[src/rtl/counter4_divider_if.sv]
// Output bundle of counter4_divider: one bit per divide-by-2 stage.
// With COUNTER4_TERMINAL_EN defined the bundle also carries the terminal-count flag tc.
interface counter4_divider_if;
   logic out0;
   logic out1;
   logic out2;
   logic out3;
`ifdef COUNTER4_TERMINAL_EN
   logic tc;

   modport master (output out0, output out1, output out2, output out3, output tc);
   modport slave  (input  out0, input  out1, input  out2, input  out3, input  tc);
`else
   modport master (output out0, output out1, output out2, output out3);
   modport slave  (input  out0, input  out1, input  out2, input  out3);
`endif
endinterface

[src/rtl/counter4_divider.sv]
// Free-running synchronous 4-bit up-counter; each bit is a divide-by-2 stage (clk/2 .. clk/16).
// Optional macro COUNTER4_TERMINAL_EN adds a registered terminal-count flag tc.
module counter4_divider #(
   parameter int MODULUS     = 16,
   parameter int RESET_VALUE = 0
) (
   input  logic               clk,
   input  logic               rst,
   counter4_divider_if.master bus
);

   localparam logic [3:0] LAST_CNT  = 4'(MODULUS - 1);
   localparam logic [3:0] RESET_CNT = 4'(RESET_VALUE);

   logic [3:0] cnt_reg;
   logic [3:0] cnt_next;

   // All bits update from one register on the same edge, so the wrap is glitch-free.
   always_comb begin
      cnt_next = cnt_reg + 4'd1;
      if (cnt_reg == LAST_CNT) begin
         cnt_next = 4'd0;
      end
   end

   always_ff @(posedge clk or negedge rst) begin
      if (!rst) begin
         cnt_reg <= RESET_CNT;
      end else begin
         cnt_reg <= cnt_next;
      end
   end

   assign bus.out0 = cnt_reg[0];
   assign bus.out1 = cnt_reg[1];
   assign bus.out2 = cnt_reg[2];
   assign bus.out3 = cnt_reg[3];

`ifdef COUNTER4_TERMINAL_EN
   logic tc_reg;

   // Registered look-ahead: tc is high exactly while cnt_reg holds the last count.
   always_ff @(posedge clk or negedge rst) begin
      if (!rst) begin
         tc_reg <= 1'b0;
      end else begin
         tc_reg <= (cnt_next == LAST_CNT);
      end
   end

   assign bus.tc = tc_reg;
`endif

endmodule

[src/flat_wrapper.sv]
// flat-port wrapper written by rule: the top's interface ports become plain ports
module counter4_divider_flat 
#(
   parameter int MODULUS     = 16,
   parameter int RESET_VALUE = 0
)
  (clk, rst, bus_out0, bus_out1, bus_out2, bus_out3);
  counter4_divider_if bus_i ();
  input  logic clk;
  input  logic rst;
  output wire logic [$bits(bus_i.out0)-1:0] bus_out0;
  output wire logic [$bits(bus_i.out1)-1:0] bus_out1;
  output wire logic [$bits(bus_i.out2)-1:0] bus_out2;
  output wire logic [$bits(bus_i.out3)-1:0] bus_out3;
  assign bus_out0 = bus_i.out0;
  assign bus_out1 = bus_i.out1;
  assign bus_out2 = bus_i.out2;
  assign bus_out3 = bus_i.out3;
  counter4_divider #(.MODULUS(MODULUS), .RESET_VALUE(RESET_VALUE)) u_core (.clk(clk), .rst(rst), .bus(bus_i));
endmodule
[config.mk]
export PLATFORM = sky130hd
export DESIGN_NAME = counter4_divider_flat
export DESIGN_NICKNAME = d
export VERILOG_FILES = /design/src/rtl/counter4_divider_if.sv /design/src/rtl/counter4_divider.sv /design/src/flat_wrapper.sv
export SDC_FILE = /design/constraint.sdc
export NUM_CORES = 1
export LEC_CHECK = 0
export ABC_AREA = 0
export BUFFER_PORTS_ARGS = -buffer_cell sky130_fd_sc_hd__buf_2
export CORE_AREA = 2 2 39 41
export DETAILED_ROUTE_END_ITERATION = 8
export DIE_AREA = 0 0 41 43
export GPL_TIMING_DRIVEN = 0
export PLACE_DENSITY = 0.3
export SYNTH_ARGS = -nofsm -noshare
export SYNTH_HDL_FRONTEND = slang
export SYNTH_SLANG_ARGS = --single-unit
[constraint.sdc]
create_clock -name clk -period 1.7 [get_ports clk]
set_input_delay 0.085 -clock clk [delete_from_list [all_inputs] [get_ports clk]]
set_output_delay 0.085 -clock clk [all_outputs]
set_load 0.02 [all_outputs]
==> summary.md <==
| Metric | Value |
|---|---|
| Worst Hold Class | `input port to async pin` |
| Worst Tran Pin Value | `172 ps` |
| Initial antenna violation count | `0` |
| Site Rows | `14` |
| Final WS setup | `665 ps` |
| Top cell type's share of synthesized area | `67.8%` |
| Setup Skew | `4.98 ps` |
| Critical Path Fanout Max | `5` |
| DR vias/cell | `3.29` |
| Via count | `115` |
| Clock root buffer | `clkbuf_4` |
| Worst Setup Start Kind | `register` |
| Largest net degree at the start of global routing | `6` |
| Status | `finished, final reports clean` |
| Critical Path End Type | `register` |
| Tcrit/Tclk final | `60.9%` |
| Die height | `43 um` |
| Avg Inst Size Synth | `14.8 sq um` |
| Pleak | `0.000125 uW` |
| Ys flop type | `dfrtp_1` |
| Wirelength, routed | `287 um` |
| Layout area overhead | `52.5%` |
| CTS clk-pin slew, worst paths | `40 ps` |
| Post-Syn Area | `148 sq um` |
| IO Port Bufs | `5` |
| H-tree levels | `1` |
| Clk sinks | `4` |
| Part of the power in registers | `43.4%` |
| Fillers | `143` |
| Synth top area cells | `dfrtp_1 68%, a31oi_1 13%, ha_1 8.5%` |
| Fmax | `0.966 GHz` |
| Post-route setup TNS | `0 ps` |
| Count of pins over their slew limit | `0` |
| DR WL/cell | `8.20 um` |
| Die width | `41 um` |
| Post-CTS Resized | `0` |
| Nets | `24` |
| Max Cap Viol | `0` |
| Place WS | `679 ps` |
| Global-route wire length before repair | `476 um` |
| Vias in the first global route | `104` |
| Routed Antenna Nets | `0` |
| DP Area | `193 sq um` |
| Grt total ovfl | `0` |
| Net Sw Frac | `19.7%` |
| Core area | `1380 sq um` |
| Worst Path Arrival | `1200 ps` |
| Slew HR | `88.5%` |
| Die Area | `1760 sq um` |
| Clk_lat worst skew | `240 ps` |
| Critical Path RT | `1860 ps` |
| Commonest cells in the synthesized netlist | `4 x dfrtp_1, 3 x a31oi_1, 1 x a21o_1, 1 x ha_1, 1 x xor2_1` |
| Max FFs per register | `4` |
| Ant diodes | `0` |
| Final hold violation count | `0` |
| DR DRC count | `0` |
| Yosys warns | `0` |
| Post-synthesis sequential area ratio | `67.8%` |
| Number of flops mapped to enable cells by yosys | `0` |
| Psw | `43.3 uW` |
| Syn Nets | `13` |
| Yosys reg bits | `4` |
| Internal power | `177 uW` |
| Share of cells above drive strength 1 | `42.1%` |
| Async set-or-reset flop fraction in the synthesized netlist | `100%` |
| Count leader, synth | `dfrtp_1` |
| Crit Path Class | `register to register` |
| Logic pwr share | `2.0%` |
| DR iter-0 viols | `2` |
| GR Util All Layers | `5.44%` |
| IO Count | `6` |
| Final setup violation count | `0` |
| Final instance area | `225 sq um` |
| RSZ-0062 raised after global routing | `false` |
| Synth unique cells | `5` |
| CTS buffer count | `3` |
| Clock power frac | `54.6%` |
| CTS Buffer Depth | `2` |
| Shortest period the worst path allows | `1030 ps` |
| Cell type with the highest aggregate area in the netlist | `dfrtp_1` |
| Power Density | `979 nW/um^2` |
| Worst reg2reg path depth | `3` |
| Cells after synthesis | `10` |
| Worst vdd ir | `0.361 mV` |
| Router iterations before antenna repair | `2` |
| Starting Density | `10.7%` |
| Gp weighted congestion | `0.661` |
| TritonCTS clock tree | `done` |
[final timing paths]
check | from | endpoint | slack [ps]
max in group asynchronous | rst | u_core.cnt_reg[1] | 1390
setup reg to reg | u_core.cnt_reg[0] | u_core.cnt_reg[3] | 670
hold reg to reg | u_core.cnt_reg[3] | u_core.cnt_reg[3] | 500
min in group clk | u_core.cnt_reg[3] | u_core.cnt_reg[3] | 500
setup / recovery | u_core.cnt_reg[0] | u_core.cnt_reg[3] | 670
hold / removal | rst | u_core.cnt_reg[0] | 180
[per-stage QoR]
stage	cells	hold slack [ps]	power [uW]	utilization (%)
after floorplan	10	-211	97.0	-
after global placement	31	-109	99.5	13.9
after detailed placement	31	-107	99.6	13.9
after CTS	35	186	225	16.3
after global routing	35	190	240	16.3
final	35	183	221	16.3
[area by class of cell]
class	count	area, sq um	share of cell area, %
multi-input cells	6	47.5	21.1
clock buffers	3	22.5	10.0
flip-flops and latches	4	100	44.4
well taps	16	20.0	8.89
repair buffers	6	35.0	15.6
[routing by layer]
metal / part of all wire, % / vias up / GRT usage [%]
li1: - / 56 / -
met1: 49 / 48 / 6.19
met2: 23 / 9 / 2.50
met3: 25 / 2 / 9.42
met4: 2.8 / 0 / 6.00
met5: 0 / - / 0
[power by group through the flow]
stage	Combinational (uW)	Clock [uW]	Sequential [uW]
floorplan	0.0000326	0	97.0
finish	4.32	120	95.8
global placement	2.56	0	96.9
detailed placement	2.65	0	96.9
CTS	4.50	125	95.7
global route	4.99	140	95.6
[cell families after synthesis]
family	after synthesis	synth area share [%]
AO/OA/AOI/OAI	4	17.8
XOR/XNOR	1	5.93
adder cells (fa/ha/maj)	1	8.47
flip-flops	4	67.8
[cells in the final DEF (no fill, tap or decap), drive strengths merged]
master and count:
buf 5, dfrtp 4, a31oi 3, clkbuf 3, xor2 1, a21o 1, ha 1, dlygate4sd3 1
[critical path: stages, from the launching register on]
cell and delay (ps):
dfrtp_1 410, ha_1 240, a21o_1 160, a31oi_1 150
[what timing repair did]
| item | 4_1_cts | 5_1_grt |
|---|---|---|
| hold buffers | 1 | 0 |
| hold endpoints to repair | 4 | 0 |
| buffers inserted | 0 | 0 |
(Power assumes the default switching activity.)
